<file path="src/rtl/cnn_sdiv_seq_22s_9s.sv">
// -----------------------------------------------------------------------------
// cnn_sdiv_seq_22s_9s
// Sequential signed divider built on a restoring radix-2 magnitude core. It
// produces a saturated signed quotient and a remainder that carries the sign
// of the dividend.
//
// Ports
//   ap_clk    in   clock, rising edge
//   ap_rst_n  in   asynchronous active-low reset
//   ap_start  in   start request, sampled only while idle
//   din0      in   signed dividend  [DIVIDEND_W]
//   din1      in   signed divisor   [DIVISOR_W]
//   ap_idle   out  high while a request can be accepted
//   ap_done   out  one-cycle pulse, results valid
//   dout      out  signed quotient (saturated) [QUOT_W]
//   rem       out  signed remainder [DIVISOR_W]
//   ovf       out  quotient saturated
//   dbz       out  divisor was zero
//
// Timing: accept edge -> DIVIDEND_W CALC cycles -> FIX -> DONE (ap_done=1).
// -----------------------------------------------------------------------------
module cnn_sdiv_seq_22s_9s #(
    parameter logic [31:0] ID         = 32'd1,
    parameter int          DIVIDEND_W = 22,
    parameter int          DIVISOR_W  = 9,
    parameter int          QUOT_W     = 14
) (
    input  logic                         ap_clk,
    input  logic                         ap_rst_n,
    input  logic                         ap_start,
    input  logic signed [DIVIDEND_W-1:0] din0,
    input  logic signed [DIVISOR_W-1:0]  din1,
    output logic                         ap_idle,
    output logic                         ap_done,
    output logic signed [QUOT_W-1:0]     dout,
    output logic signed [DIVISOR_W-1:0]  rem,
    output logic                         ovf,
    output logic                         dbz
);

    typedef enum logic [1:0] {IDLE, CALC, FIX, DONE} state_t;

    localparam int CNT_W = $clog2(DIVIDEND_W + 1);
    localparam logic [CNT_W-1:0] CNT_INIT = CNT_W'(DIVIDEND_W - 1);

    // Magnitude limits for the positive and negative saturation checks.
    localparam logic [DIVIDEND_W-1:0] QPOS_LIM = DIVIDEND_W'((1 << (QUOT_W - 1)) - 1);
    localparam logic [DIVIDEND_W-1:0] QNEG_LIM = DIVIDEND_W'(1 << (QUOT_W - 1));
    localparam logic signed [QUOT_W-1:0] QMAX = {1'b0, {(QUOT_W-1){1'b1}}};
    localparam logic signed [QUOT_W-1:0] QMIN = {1'b1, {(QUOT_W-1){1'b0}}};

    // Saturating conversion of a quotient magnitude plus sign to QUOT_W bits.
    function automatic logic signed [QUOT_W-1:0] sat_quot(
        input logic [DIVIDEND_W-1:0] mag,
        input logic                  neg
    );
        if (!neg) begin
            sat_quot = (mag > QPOS_LIM) ? QMAX : $signed(mag[QUOT_W-1:0]);
        end else begin
            sat_quot = (mag > QNEG_LIM) ? QMIN : $signed(QUOT_W'(0) - mag[QUOT_W-1:0]);
        end
    endfunction

    function automatic logic quot_ovf(
        input logic [DIVIDEND_W-1:0] mag,
        input logic                  neg
    );
        quot_ovf = neg ? (mag > QNEG_LIM) : (mag > QPOS_LIM);
    endfunction

    function automatic logic signed [DIVISOR_W-1:0] apply_sign(
        input logic [DIVISOR_W-1:0] mag,
        input logic                 neg
    );
        apply_sign = neg ? $signed(DIVISOR_W'(0) - mag) : $signed(mag);
    endfunction

    state_t                     state_q, state_d;
    logic [CNT_W-1:0]           cnt_q, cnt_d;
    // Dividend magnitude; quotient bits shift in from the LSB as it drains.
    logic [DIVIDEND_W-1:0]      dvd_q, dvd_d;
    logic [DIVISOR_W-1:0]       dvs_q, dvs_d;
    logic [DIVISOR_W:0]         pr_q, pr_d;
    logic                       s0_q, s0_d;
    logic                       s1_q, s1_d;
    logic                       zero_q, zero_d;
    logic signed [QUOT_W-1:0]   dout_q, dout_d;
    logic signed [DIVISOR_W-1:0] rem_q, rem_d;
    logic                       ovf_q, ovf_d;
    logic                       dbz_q, dbz_d;
    logic                       done_q, done_d;
    logic                       idle_q, idle_d;

    logic [DIVIDEND_W-1:0]      abs0;
    logic [DIVISOR_W-1:0]       abs1;
    logic [DIVISOR_W+1:0]       trial;
    logic [DIVISOR_W+1:0]       diff;
    logic                       qbit;

    always_comb begin
        state_d = state_q;
        cnt_d   = cnt_q;
        dvd_d   = dvd_q;
        dvs_d   = dvs_q;
        pr_d    = pr_q;
        s0_d    = s0_q;
        s1_d    = s1_q;
        zero_d  = zero_q;
        dout_d  = dout_q;
        rem_d   = rem_q;
        ovf_d   = ovf_q;
        dbz_d   = dbz_q;
        done_d  = 1'b0;
        idle_d  = idle_q;

        // Unsigned magnitudes: the most-negative values map to 2^(W-1) exactly.
        abs0 = din0[DIVIDEND_W-1] ? (~din0 + 1'b1) : din0;
        abs1 = din1[DIVISOR_W-1]  ? (~din1 + 1'b1) : din1;

        // One extra bit above the partial remainder gives the borrow/sign.
        trial = {pr_q, dvd_q[DIVIDEND_W-1]};
        diff  = trial - {2'b00, dvs_q};
        qbit  = ~diff[DIVISOR_W+1];

        case (state_q)
            IDLE: begin
                if (ap_start) begin
                    dvd_d   = abs0;
                    dvs_d   = abs1;
                    s0_d    = din0[DIVIDEND_W-1];
                    s1_d    = din1[DIVISOR_W-1];
                    zero_d  = (din1 == '0);
                    pr_d    = '0;
                    cnt_d   = CNT_INIT;
                    idle_d  = 1'b0;
                    state_d = CALC;
                end
            end
            CALC: begin
                // A zero divisor still runs every step so latency is fixed.
                pr_d  = qbit ? diff[DIVISOR_W:0] : trial[DIVISOR_W:0];
                dvd_d = {dvd_q[DIVIDEND_W-2:0], qbit};
                if (cnt_q == '0) begin
                    state_d = FIX;
                end else begin
                    cnt_d = cnt_q - 1'b1;
                end
            end
            FIX: begin
                if (zero_q) begin
                    dout_d = s0_q ? QMIN : QMAX;
                    rem_d  = '0;
                    ovf_d  = 1'b0;
                    dbz_d  = 1'b1;
                end else begin
                    dout_d = sat_quot(dvd_q, s0_q ^ s1_q);
                    ovf_d  = quot_ovf(dvd_q, s0_q ^ s1_q);
                    rem_d  = apply_sign(pr_q[DIVISOR_W-1:0], s0_q);
                    dbz_d  = 1'b0;
                end
                done_d  = 1'b1;
                state_d = DONE;
            end
            DONE: begin
                idle_d  = 1'b1;
                state_d = IDLE;
            end
            default: begin
                idle_d  = 1'b1;
                state_d = IDLE;
            end
        endcase
    end

    always_ff @(posedge ap_clk or negedge ap_rst_n) begin
        if (!ap_rst_n) begin
            state_q <= IDLE;
            cnt_q   <= '0;
            dvd_q   <= '0;
            dvs_q   <= '0;
            pr_q    <= '0;
            s0_q    <= 1'b0;
            s1_q    <= 1'b0;
            zero_q  <= 1'b0;
            dout_q  <= '0;
            rem_q   <= '0;
            ovf_q   <= 1'b0;
            dbz_q   <= 1'b0;
            done_q  <= 1'b0;
            idle_q  <= 1'b1;
        end else begin
            state_q <= state_d;
            cnt_q   <= cnt_d;
            dvd_q   <= dvd_d;
            dvs_q   <= dvs_d;
            pr_q    <= pr_d;
            s0_q    <= s0_d;
            s1_q    <= s1_d;
            zero_q  <= zero_d;
            dout_q  <= dout_d;
            rem_q   <= rem_d;
            ovf_q   <= ovf_d;
            dbz_q   <= dbz_d;
            done_q  <= done_d;
            idle_q  <= idle_d;
        end
    end

    assign ap_idle = idle_q;
    assign ap_done = done_q;
    assign dout    = dout_q;
    assign rem     = rem_q;
    assign ovf     = ovf_q;
    assign dbz     = dbz_q;

endmodule
</file>
<file path="config.mk">
export PLATFORM = sky130hd
export DESIGN_NAME = cnn_sdiv_seq_22s_9s
export DESIGN_NICKNAME = d
export VERILOG_FILES = /design/src/rtl/cnn_sdiv_seq_22s_9s.sv
export SDC_FILE = /design/constraint.sdc
export NUM_CORES = 1
export LEC_CHECK = 0
export CAP_MARGIN = 25
export CORE_MARGIN = 5
export CORE_UTILIZATION = 40
export DETAILED_ROUTE_END_ITERATION = 8
export HOLD_SLACK_MARGIN = 0.12
export PLACE_DENSITY = 0.63
export SLEW_MARGIN = 0
export SYNTH_ARGS = -nofsm -noshare
export SYNTH_HDL_FRONTEND = slang
export SYNTH_SLANG_ARGS = --single-unit
</file>
<file path="constraint.sdc">
create_clock -name ap_clk -period 6.05 [get_ports ap_clk]
set_input_delay 1.21 -clock ap_clk [delete_from_list [all_inputs] [get_ports ap_clk]]
set_output_delay 1.21 -clock ap_clk [all_outputs]
set_load 0.005 [all_outputs]
</file>
==> out/metrics.csv <==
stage,metric,value,unit
run_status,status,"finished, final reports clean",
flow_run,max cap viols,0,
worst_setup_path,critical register-to-register path startpoint,dvd_q[1],
sta,total negative setup slack,0,ns
clock_tree,clock root cell,clkbuf_16,
floorplanning,Top Ports,61,
sta,post-layout minimum cycle time,3.09,ns
clock_tree,"Clk Latency, worst-skew pair",0.34,ns
worst_setup_path,Crit Reg-Reg Endpoint,dout[13],
placement,dpl cells,796,
clock_tree,clock-pin slew on the worst setup and hold paths,0.06,ns
synth,Yosys Warn Count,0,
power,clock share of power,15.2,%
placement,Port-buffer cells,60,
synth,Synth Instances,588,
hold_path,Worst Hold Path Cells,2,
final_layout,# diodes,0,
sta,unrepaired setup endpoints after global routing,no,
power,P_sw,1400,uW
final_layout,post-route insts no fill,814,
power,cell area power density,533,mW/mm^2
final_layout,"commonest cells after routing, fill and taps aside","77 x dfrtp_1, 65 x o21ai_0, 59 x nand2_1, 59 x clkdlybuf4s50_1, 43 x a21oi_1",
final_layout,synth-to-layout area growth,20.7,%
sta,Fin Clk Skew,0.00906,ns
floorplanning,DIE AREA,0.0150,mm^2
sta,fmax,323,MHz
final_layout,layout net count,691,
synth,net count after synthesis,642,
power,P_int,1850,uW
sta,Slew Limit Fails,0,
final_layout,layout cells sized above 1,5.45,%
clock_tree,CTS Buffer Depth,2,
drt,Remaining DRCs,0,
clock_tree,hold bufs inserted after CTS,0,
floorplanning,Die W,122,um
power,Gate power share,54.0,%
power,worst vdd ir,326,uV
worst_setup_path,CP Data Arrival Time,3.32,ns
hold_path,min-delay src,dvs_q[3],
sta,final hold violation count,0,
clock_tree,TritonCTS Buffers,9,
hold_path,Hold Path Sink,dvs_q[3],
synth,Avg Inst Size Synth,8.58,um^2
synth,"Distinct cells, synth",53,
global_route,vias in the first global route,4175,
synth,"Top FF cell, synth",dfrtp_1,
floorplanning,core area,0.0125,mm^2
floorplanning,Starting Density,40.4,%
sta,post-route clock period utilization,51.2,%
sta,WHS,0.486,ns
final_layout,end-of-flow core utilization,48.8,%
final_layout,FF+latch area,0.00195,mm^2
final_layout,filler cell count,1198,
sta,post-route setup slack,2.96,ns
final_layout,"most common cell after layout, fill and taps aside",dfrtp_1,
worst_setup_path,type of origin of the critical path,primary input,
sta,worst-margin pin slew,0.804,ns
drt,initial DRC count,287,
floorplanning,Die Ht,122,um
power,share of power burned in registers,30.7,%
synth,"FFs w/ async S/R, synth",100,%
synth,Post-synth EDFFs,0,
synth,Yosys reg bits,78,
hold_path,worst hold path type,flop to flop,
synth,"Seq/Total Area, Yosys",38.7,%
worst_setup_path,CP Class,primary input to flop,
clock_tree,"Setup Fix Bufs, Post-CTS",0,
clock_tree,CTS tree,yes,
drt,via count,4416,
drt,DR pass1 iterations,5,
power,Switching Fraction,43.1,%
clock_tree,clock sinks,78,
worst_setup_path,CP required,6.27,ns
synth,Synth Cell Area,0.00504,mm^2
final_layout,multi-input logic area,0.00284,mm^2
global_route,initial antenna violation count,0,
drt,Via-to-Cell Ratio,5.43,
global_route,largest net degree at the start of global routing,79,
placement,pre-CTS WS,2.51,ns
clock_tree,H-tree levels,3,
placement,post-DP HPWL,9270,um
drt,Routed WL per cell,15.3,um
sta,Max transition margin,46.0,%
clock_tree,# resized after CTS,0,
global_route,first-pass GRT wire length,21200,um
power,P_leak,0.00252,uW
sta,setup violators final,0,
floorplanning,row cnt,41,
global_route,GR Overflow Total,0,
worst_setup_path,critical path endpoint category,flop,
global_route,total track usage,17.7,%
worst_setup_path,CP Max Fanout,5,
worst_setup_path,flop2flop setup slack,3.30,ns
drt,Routed WL,12500,um
drt,Routed Antenna Nets,0,
placement,RePlAce Congestion,0.838,
worst_setup_path,cells on worst reg2reg path,8,
## logic make-up after synthesis
family	after synthesis	synth area share (%)
xor gates and xnor gates	47	8.16
and+or+nand+nor	170	16.6
muxes	21	4.29
adders and majority gates	20	5.11
buffers and inverters	67	5.09
AOI/OAI and AO/OA	185	22.0
DFF	78	38.7
## stage by stage
step | instance area (um^2) | total power [uW]
3_3_place_gp | 5780 | 2700
3_5_place_dp | 5780 | 2740
5_1_grt | 6090 | 3550
4_1_cts | 6050 | 3250
6_report | 6090 | 3250
2_1_floorplan | 5040 | 2190
## power by group through the flow
stage	clock network (uW)	logic, uW	registers (uW)
2_1_floorplan	0	1260	921
3_3_place_gp	0	1700	999
3_5_place_dp	0	1740	1000
4_1_cts	506	1750	998
5_1_grt	525	1980	1040
6_report	494	1750	998
## critical path, stage by stage
cell             delay [ns]
clkdlybuf4s50_1        0.49
or4_1                  0.57
nand2b_1               0.23
or2_1                  0.27
o31ai_1                0.27
xor2_1                 0.18
o22ai_1                0.09
## worst max path at each step
stage                end  cells past startpoint  slack, ns        from
2_1_floorplan  dvd_q[19]                      6       3.20     din0[8]
5_1_grt        dvd_q[19]                      7       2.85     din0[6]
3_5_place_dp   dvd_q[19]                      5       2.51    ap_start
4_1_cts        dvd_q[19]                      6       2.81  state_q[1]
3_3_place_gp   dvd_q[19]                      5       2.59    ap_start
6_report       dvd_q[19]                      7       2.96     din0[6]
## metal layers
metal / vias up / global-route usage [%] / part of all wire (%)
met2: 115 / 25.3 / 43
met3: 15 / 2.72 / 5.2
met1: 2099 / 27.1 / 50
met4: 0 / 6.23 / 1.5
li1: 2187 / - / -
met5: - / 0 / 0
## sequential cells by signal, summed over array words and instances, names as in the netlist
signal and flops:
ap_done 1, ap_idle 1, cnt_q 5, dbz 1, dout 14, dvd_q 22, dvs_q 9, ovf 1
pr_q 10, rem 9, s0_q 1, s1_q 1, state_q 2, zero_q 1
## layout make-up
class	count	area share, %
Clock inverter	4	0.411
Sequential cell	78	32.1
Tap cell	172	3.54
Clock buffer	12	4.05
Inverter	39	2.41
Timing Repair Buffer	66	10.9
Multi-Input combinational cell	443	46.6
## synth_stat cells (12+ instances only)
| library cell | n | share of area, % |
|---|---|---|
| xnor2_1 | 19 | 3.3 |
| nand2b_1 | 12 | 1.5 |
| nor3_1 | 12 | 1.2 |
| clkbuf_1 | 26 | 1.9 |
| mux2i_1 | 16 | 3.2 |
| a21oi_1 | 43 | 4.3 |
| xor2_1 | 28 | 4.9 |
| ha_1 | 19 | 4.7 |
| nor2_1 | 39 | 2.9 |
| inv_1 | 39 | 2.9 |
| or3_1 | 15 | 1.9 |
| o21ai_0 | 65 | 6.5 |
| o22ai_1 | 19 | 2.4 |
| nand2_1 | 59 | 4.4 |
| dfrtp_1 | 77 | 38 |
(Power assumes the default switching activity.)
